===== config.mk =====
export PLATFORM = sky130hd
export DESIGN_NAME = pulse_stretcher
export DESIGN_NICKNAME = d
export VERILOG_FILES = /design/src/rtl/pulse_stretcher_pkg.sv /design/src/rtl/pulse_stretcher_sat_counter.sv /design/src/rtl/pulse_stretcher.sv
export SDC_FILE = /design/constraint.sdc
export NUM_CORES = 1
export LEC_CHECK = 0
export ABC_AREA = 1
export CORE_MARGIN = 8
export CORE_UTILIZATION = 38
export CTS_CLUSTER_DIAMETER = 200
export DETAILED_ROUTE_END_ITERATION = 12
export SLEW_MARGIN = 25
export SYNTH_ARGS = -nofsm -noshare
export SYNTH_HDL_FRONTEND = slang
export SYNTH_SLANG_ARGS = --single-unit
export TNS_END_PERCENT = 30

===== constraint.sdc =====
create_clock -name clk -period 1.24 [get_ports clk]
set_input_delay 0.186 -clock clk [delete_from_list [all_inputs] [get_ports clk]]
set_output_delay 0.186 -clock clk [all_outputs]
set_load 0.01 [all_outputs]

===== src/rtl/pulse_stretcher_pkg.sv =====
// Shared types and width helpers for the pulse stretcher.
// Holds the FSM state encoding used by the top level.
package pulse_stretcher_pkg;

    typedef enum logic [1:0] {
        ST_IDLE = 2'd0,
        ST_HOLD = 2'd1,
        ST_GAP  = 2'd2
    } state_t;

    // Timer only has to hold values up to max(HIGH,LOW)-1; keep at least one bit.
    function automatic int timer_width(input int high_cycles, input int low_cycles);
        int m;
        m = (high_cycles > low_cycles) ? high_cycles : low_cycles;
        return (m <= 1) ? 1 : $clog2(m);
    endfunction

    function automatic int pend_width(input int pend_max);
        return (pend_max < 1) ? 1 : $clog2(pend_max + 1);
    endfunction

endpackage


===== src/rtl/pulse_stretcher_sat_counter.sv =====
// Up/down counter saturating at MAX; flags an increment that could not be stored.
// The drop flag is registered and lasts exactly one cycle per lost event.
module pulse_stretcher_sat_counter #(
    parameter int MAX = 3,
    parameter int W   = 2
) (
    input  logic         clk,
    input  logic         rst_n,
    input  logic         i_inc,
    input  logic         i_dec,
    output logic [W-1:0] o_count,
    output logic         o_drop
);

    localparam logic [W-1:0] MAX_V = W'(MAX);

    always_ff @(posedge clk or negedge rst_n) begin
        if (!rst_n) begin
            o_count <= '0;
            o_drop  <= 1'b0;
        end else begin
            o_drop <= 1'b0;
            if (i_inc && !i_dec) begin
                if (o_count == MAX_V) begin
                    o_drop <= 1'b1;
                end else begin
                    o_count <= o_count + W'(1);
                end
            end else if (i_dec && !i_inc) begin
                o_count <= o_count - W'(1);
            end
        end
    end

endmodule


===== src/rtl/pulse_stretcher.sv =====
// Stretches single-cycle events into HIGH windows of HIGH_CYCLES followed by a
// LOW gap of LOW_CYCLES; events arriving while busy are queued in a saturating counter.
module pulse_stretcher
    import pulse_stretcher_pkg::*;
#(
    parameter int HIGH_CYCLES = 4,
    parameter int LOW_CYCLES  = 2,
    parameter int PEND_MAX    = 3,
    localparam int PW         = pend_width(PEND_MAX)
) (
    input  logic          clk,
    input  logic          rst_n,
    input  logic          pulse_in,
    output logic          level_out,
    output logic          busy,
    output logic [PW-1:0] pending,
    output logic          overflow
);

    localparam int TW = timer_width(HIGH_CYCLES, LOW_CYCLES);
    localparam logic [TW-1:0] HI_LOAD = TW'(HIGH_CYCLES - 1);
    localparam logic [TW-1:0] LO_LOAD = TW'(LOW_CYCLES - 1);

    generate
        if (HIGH_CYCLES < 1 || LOW_CYCLES < 1 || PEND_MAX < 1) begin : g_bad_param
            $error("pulse_stretcher: HIGH_CYCLES, LOW_CYCLES and PEND_MAX must all be >= 1");
        end
    endgenerate

    state_t        r_state;
    logic [TW-1:0] r_timer;

    logic w_pend_nz;
    logic w_timer_done;
    logic w_inc;
    logic w_dec;

    assign w_pend_nz    = (pending != '0);
    assign w_timer_done = (r_timer == '0);

    // A queued event is taken at GAP exit, or in IDLE should one have arrived on
    // the very cycle the gap ended with an empty queue.
    assign w_dec = w_pend_nz && ((r_state == ST_IDLE) ||
                                 (r_state == ST_GAP && w_timer_done));
    assign w_inc = pulse_in && ((r_state == ST_HOLD) || (r_state == ST_GAP) ||
                                (r_state == ST_IDLE && w_pend_nz));

    pulse_stretcher_sat_counter #(
        .MAX (PEND_MAX),
        .W   (PW)
    ) u_pending (
        .clk     (clk),
        .rst_n   (rst_n),
        .i_inc   (w_inc),
        .i_dec   (w_dec),
        .o_count (pending),
        .o_drop  (overflow)
    );

    always_ff @(posedge clk or negedge rst_n) begin
        if (!rst_n) begin
            r_state   <= ST_IDLE;
            r_timer   <= '0;
            level_out <= 1'b0;
            busy      <= 1'b0;
        end else begin
            case (r_state)
                ST_IDLE: begin
                    if (pulse_in || w_pend_nz) begin
                        r_state   <= ST_HOLD;
                        r_timer   <= HI_LOAD;
                        level_out <= 1'b1;
                        busy      <= 1'b1;
                    end
                end
                ST_HOLD: begin
                    if (w_timer_done) begin
                        r_state   <= ST_GAP;
                        r_timer   <= LO_LOAD;
                        level_out <= 1'b0;
                    end else begin
                        r_timer <= r_timer - TW'(1);
                    end
                end
                ST_GAP: begin
                    if (!w_timer_done) begin
                        r_timer <= r_timer - TW'(1);
                    end else if (w_pend_nz) begin
                        r_state   <= ST_HOLD;
                        r_timer   <= HI_LOAD;
                        level_out <= 1'b1;
                    end else begin
                        r_state <= ST_IDLE;
                        busy    <= 1'b0;
                    end
                end
                default: begin
                    r_state   <= ST_IDLE;
                    r_timer   <= '0;
                    level_out <= 1'b0;
                    busy      <= 1'b0;
                end
            endcase
        end
    end

endmodule


==> impl_results.md, run 1 <==
- Outcome: finished, violations left
- Failing checks: setup timing
- Leak pwr: a little under 0.5 nW
- Cell Chain, Critical Path: buf_4 -> ha_4 -> o21bai_4 -> nand2_4 -> o21ai_0 -> o31ai_1
- Max IR drop VDD: 1690 uV
- Share of layout cells above drive strength 1: around half
- Via count: approximately 590
- Largest net degree at the start of global routing: 10
- Yosys cell types: 20
- Critical Path Start Type: register
- Post-route DRC: 0
- Share of the synthesized area in the top cell type: 36.4%
- HP Class: input pin to asynchronous set/reset pin
- Fin crit share: 113%
- Final-report setup violation count: 8
- Violation count after the first detailed-route iteration: 7
- Max-cap viol count: 0
- Cells after Synth: 75
- Critical path buffers and inverters: 1
- Post-layout nets: roughly 120
- IO Port Bufs: 7
- Ant diodes: 0
- Layout area overhead: 56.1%
- Final worst slack: -0.158 ns
- CTS Hold Bufs: 0
- TritonCTS clock tree: done
- Total length of routed met2 wires: ~700 um
- Synthesis warning total: 0
- Worst EP arrival: ~1.6 ns
- Seq/Total Area, Yosys: 36.4%
- WP data required: around 1.4 ns
- Clk_lat worst skew: approximately 0.27 ns
- Clk slew on worst S/H paths: roughly 0.07 ns
- I/O pin count: 8
- Core box area: 0.00152 mm^2
- Final HPWL from detailed placement: ~1.1 mm
- # placed instances: 110
- FMAX: roughly 0.7 GHz
- First-pass GRT wire length: between 2 and 3 mm
- Yosys top cell by area: dfrtp_1
- Final Max Tran Viols: 0
- Cell family with most CP delay: compound AO/OA/AOI/OAI gates
- Synthesized Nets: 86
- Clock Sinks: 9
- Die Wd: ~56 um
- Slew of the pin with the lowest slew margin: 0.438 ns
- WL met3: between 60 and 70 um
- Post-DR wirelength/cell: 12.7 um
- Gr ovfl total: 0
- RSZ-0062 raised after global routing: true
- Critical path endpoint category: register
- DR vias/cell: between 4 and 5
- Slew headroom: a little over two thirds
- First drt pass iteration count: 5
- Final GP Congestion: roughly 0.84
- Seq cells post-synth: 9
- Die span in y: 56.3 um
- Post-route ant nets: 0
- Synth Cell Area: between 600 and 700 um^2
- Via count of the first global-routing pass: between 500 and 600
- Pre-CTS setup slack: -0.102 ns
- Endpoints failing hold: 0
- Drt total wl: about 1.5 mm
- CP max stage delay: between 0.4 and 0.5 ns
- Dominant cells by area after synthesis: dfrtp_1 (36%), ha_1 (16%), nand2_1 (10%)
- Num CTS Buffers: 3
- Max Used Layer: met4
- Overall power: about 0.003 W
- Fill cell count: ~130
- Number of H-tree levels: 1
- PwrDens: 3110 mW/mm^2
- Initial antenna violation count: 0
- Root buf cell: clkbuf_4
- Rows: 14
- Reg2reg setup slack: -0.16 ns
- WL met1: 764 um
- Crit-path max FO: 6
- Post-layout min period: 1.40 ns
- Skew final: 0.00612 ns
- Post-synthesis average cell area: ~8 um^2
- CP max-delay cell: dfrtp_1
- Crit path kind: register to register
- Gr usage total: approximately a tenth
- Bufs on Longest Clock Path: 2
- DIE AREA: approximately 0.0032 mm^2
- Initial Util: 40.6%
- Layout Cells excl Fill: 122
==> report_power, final <==
group	switching (W)	internal, W
sequential	0.000106	0.000449
combinational	0.00115	0.00106
clock	0.000115	0.000125
total	0.00137	0.00163
==> cell families after synthesis <==
| kind of cell | Yosys count | share of synthesized area [%] |
|---|---|---|
| AO/OA/AOI/OAI | 14 | 13.0 |
| buffers and inverters | 11 | 6.68 |
| adder cells (fa/ha/maj) | 8 | 16.2 |
| flip-flops | 9 | 36.4 |
| AND/OR/NAND/NOR | 33 | 27.7 |
==> area by class of cell <==
class,instances,area [um^2],area share [%]
sequential,9,226,23.5
inverter,11,41.3,4.28
tap,16,20.0,2.08
multi-input combinational,55,433,44.9
timing repair buffer,27,218,22.6
clock buffer,4,26.3,2.72
==> state kept, by name (all words and copies together) (netlist names) <==
register and flops:
r_timer 2, busy 1, u_pending.o_drop 1, u_pending.o_count 2, level_out 1, r_state 2
==> cells in the mapped netlist, drive strengths merged <==
cell type / instances
a21oi: 3
dfrtp: 9
ha: 8
inv: 11
nand2: 24
nand3: 1
nand4: 2
nor2: 5
nor3: 1
o21ai: 8
o21bai: 1
o22ai: 1
o31ai: 1
==> placed cells by master, fill, tap and decap left out <==
master,count
nand3_1,1
nand2_2,10
clkdlybuf4s50_1,2
o31ai_1,1
dfrtp_1,8
nand2_4,2
nor2_2,1
dlygate4sd2_1,5
ha_4,3
nor2_4,2
nand4_1,2
o21ai_0,3
o21bai_4,1
a21oi_1,3
clkbuf_4,3
o22ai_2,1
buf_4,19
dfrtp_2,1
ha_1,5
inv_1,5
buf_6,1
inv_2,6
nor2_1,2
o21ai_2,2
nor3_2,1
clkbuf_1,1
nand2_1,12
o21ai_1,3
==> final timing paths <==
check                                  startpoint                               end  cells after the start
max                        r_state[1]$_DFFE_PN0P_             level_out$_DFFE_PN0P_                      6
min                                         rst_n            r_state[1]$_DFFE_PN0P_                      1
max reg2reg                r_state[1]$_DFFE_PN0P_             level_out$_DFFE_PN0P_                      6
min reg2reg                      busy$_DFFE_PN0P_                  busy$_DFFE_PN0P_                      2
max in group asynchronous                   rst_n  u_pending.o_count[1]$_DFFE_PN0P_                      1
min in group clk                 busy$_DFFE_PN0P_                  busy$_DFFE_PN0P_                      2
==> through the flow <==
stage / hold slack (ns) / util (%) / TNS, ns / area, um^2
after detailed placement: 0.475 / 53.1 / -0.493 / 810
after floorplan: -0.110 / - / -0.0669 / 629
after global placement: 0.481 / 53.1 / -0.383 / 810
final: 0.218 / 63.3 / -0.753 / 965
after CTS: 0.239 / 55.1 / -0.614 / 840
after global routing: 0.261 / 63.3 / -1.25 / 965
==> per-layer routing <==
layer | vias up | track usage [%]
met3 | 3 | 3.37
met1 | 274 | 12.6
met5 | - | 0
met2 | 15 | 13.9
li1 | 302 | -
met4 | 0 | 6.19
==> repair_timing <==
action | CTS | global route
gates resized for setup | 6 | 17
setup buffers | 1 | 7
pin swaps | 0 | 7
endpoints found under the setup margin | 13 | 10
(Power assumes the default switching activity.)
==> inputs of run 2 (changes only) <==
--- a/config.mk
+++ b/config.mk
@@ -10,6 +10,7 @@
 export CORE_UTILIZATION = 38
 export CTS_CLUSTER_DIAMETER = 200
 export DETAILED_ROUTE_END_ITERATION = 12
+export SKIP_CTS_REPAIR_TIMING = 1
 export SLEW_MARGIN = 25
 export SYNTH_ARGS = -nofsm -noshare
 export SYNTH_HDL_FRONTEND = slang
==> constraint.sdc (replaced) <==
create_clock -name clk -period 1.6 [get_ports clk]
set_input_delay 0.24 -clock clk [delete_from_list [all_inputs] [get_ports clk]]
set_output_delay 0.24 -clock clk [all_outputs]
set_load 0.01 [all_outputs]
==> impl_results.md, run 2 (synthesis gave the netlist of run 1 again) <==
- Outcome: finished, final reports clean
- RSZ-0062 raised after global routing: false
- Die Wd: 56.3 um (unchanged)
- Most frequent cells in the layout: nand2_1 (17), inv_1 (8), dfrtp_1 (8)
- Critical path endpoint category: output pin
- Pre-CTS setup slack: 0.0739 ns (+0.176 ns)
- Gr ovfl total: 0 (unchanged)
- PwrDens: 2280 mW/mm^2 (-27%)
- Slew headroom: 71.3% (+0.54 points)
- Final worst slack: 0.114 ns (+0.272 ns)
- Crit path kind: register to output pin
- CP max stage delay: 0.57 ns (+0.16 ns)
- Reg2reg start: r_state[0]$_DFFE_PN0P_
- Bufs on Longest Clock Path: 2 (unchanged)
- WL met3: 39 um (-38%)
- Final HPWL from detailed placement: 875 um (-18%)
- Biggest regs: r_state (2), r_timer (2), u_pending.o_count (2)
- Critical Path Start Type: register
- Root buf cell: clkbuf_4
- Final-report setup violation count: 0 (-8)
- Skew final: 0.00466 ns (-0.00146 ns)
- R2R cell count: 8 (+2)
- Via count: 488 (-18%)
- Max Used Layer: met4
- Max-cap viol count: 0 (unchanged)
- Cell family with most CP delay: buffers and inverters
- HP Class: input pin to asynchronous set/reset pin
- I/O pin count: 8 (unchanged)
- Clock Sinks: 9 (unchanged)
- Ant diodes: 0 (unchanged)
- IO Port Bufs: 7 (unchanged)
- Final GP Congestion: 0.866 (+3.6%)
- CP max-delay cell: clkdlybuf4s50_1
- Crit-path max FO: 5 (-1)
- Violation count after the first detailed-route iteration: 9 (+2)
- TritonCTS clock tree: done
- Share of layout cells above drive strength 1: 23.0% (-27 points)
- DIE AREA: 0.00317 mm^2 (unchanged)
- Reg2reg setup slack: 0.11 ns (+0.27 ns)
- Critical path buffers and inverters: 1 (unchanged)
- Most common cell after layout, fill and taps aside: nand2_1
- Rows: 14 (unchanged)
- Clk slew on worst S/H paths: 0.06 ns (about the same)
- Endpoints failing hold: 0 (unchanged)
- Core box area: 0.00152 mm^2 (unchanged)
- WP data required: 1.36 ns (-0.03 ns)
- DR vias/cell: 4.74 (-2.7%)
- Largest net degree at the start of global routing: 10 (unchanged)
- R2R Path End: busy$_DFFE_PN0P_
- Total length of routed met2 wires: 486 um (-29%)
- Via count of the first global-routing pass: 535 (-8.9%)
- FMAX: between 0.6 and 0.7 GHz
- Drt total wl: 1.14 mm (-26%)
- Gr usage total: 7.77% (-2.2 points)
- Worst EP arrival: 1.25 ns (-0.30 ns)
- First drt pass iteration count: 2 (-3)
- Leak pwr: 0.369 nW (-24%)
- Clk_lat worst skew: 0.26 ns (about the same)
- Final Max Tran Viols: 0 (unchanged)
- Layout area overhead: 20.6%
- Max IR drop VDD: 1080 uV (-36%)
- Crit path from: u_pending.o_count[1]$_DFFE_PN0P_
- Number of H-tree levels: 1 (unchanged)
- Post-DR wirelength/cell: 11.1 um (-13%)
- Num CTS Buffers: 3 (unchanged)
- Post-route DRC: 0 (unchanged)
- TNS Setup: 0 ns (+0.753 ns)
- Initial Util: 40.6% (unchanged)
- Post-layout min period: ~1.5 ns
- Die span in y: 56.3 um (unchanged)
- Post-route ant nets: 0 (unchanged)
- Slew of the pin with the lowest slew margin: 0.430 ns (-0.00805 ns)
- WL met1: 604 um (-21%)
- Post-layout nets: 99 (-16%)
- Cell Chain, Critical Path: clkdlybuf4s50_1
- Initial antenna violation count: 0 (unchanged)
- First-pass GRT wire length: 2.01 mm (-21%)
- Fin crit share: 92.9%
[run 2: worst reg2reg max path, stage by stage, from the launching register on]
cell and delay (ns):
dfrtp_1 0.37, inv_1 0.10, ha_1 0.27, o21bai_1 0.25, nand2_4 0.11, nor2_4 0.10
nand2_2 0.06, nand2_1 0.07, o21ai_2 0.05
[run 2: layout make-up]
cell class	count	area (um^2)
fillers	145	778
multi-input cells	55	354
flip-flops and latches	9	226
repair buffers	8	77.6
inverters	11	41.3
clock buffers	4	26.3
well taps	16	20.0
[run 2: worst max-delay path by stage]
stage                                                  end  slack (ns)  cells after the start
after floorplan                           busy$_DFFE_PN0P_        0.23                      8
after global placement                    busy$_DFFE_PN0P_        0.10                     10
after detailed placement                  busy$_DFFE_PN0P_        0.07                     10
after CTS                                       pending[0]        0.04                      1
after global routing      u_pending.o_count[0]$_DFFE_PN0P_        0.01                      9
final                                           pending[1]        0.11                      1
[run 2: where the power goes]
group          leakage, nW  internal [W]  switching (W)
combinational        0.244      0.000449       0.000632
clock               0.0150     0.0000961      0.0000782
sequential           0.110      0.000348      0.0000987
total                0.369      0.000893       0.000809
[run 2: per-layer routing]
| layer | vias up | global-route usage (%) |
|---|---|---|
| met5 | - | 0 |
| met4 | 0 | 5.15 |
| met3 | 2 | 2.47 |
| met2 | 7 | 11.9 |
| met1 | 215 | 9.02 |
| li1 | 264 | - |
[run 2: metrics by stage]
stage	utilization [%]	instance area, um^2	total power [W]	cells	hold slack, ns
4_1_cts	48.7	742	0.00170	103	0.291
2_1_floorplan	-	618	0.00122	75	-0.0556
3_5_place_dp	47.0	716	0.00151	99	0.475
6_report	48.9	746	0.00170	103	0.283
5_1_grt	48.9	746	0.00190	103	0.309
3_3_place_gp	47.0	716	0.00151	99	0.470
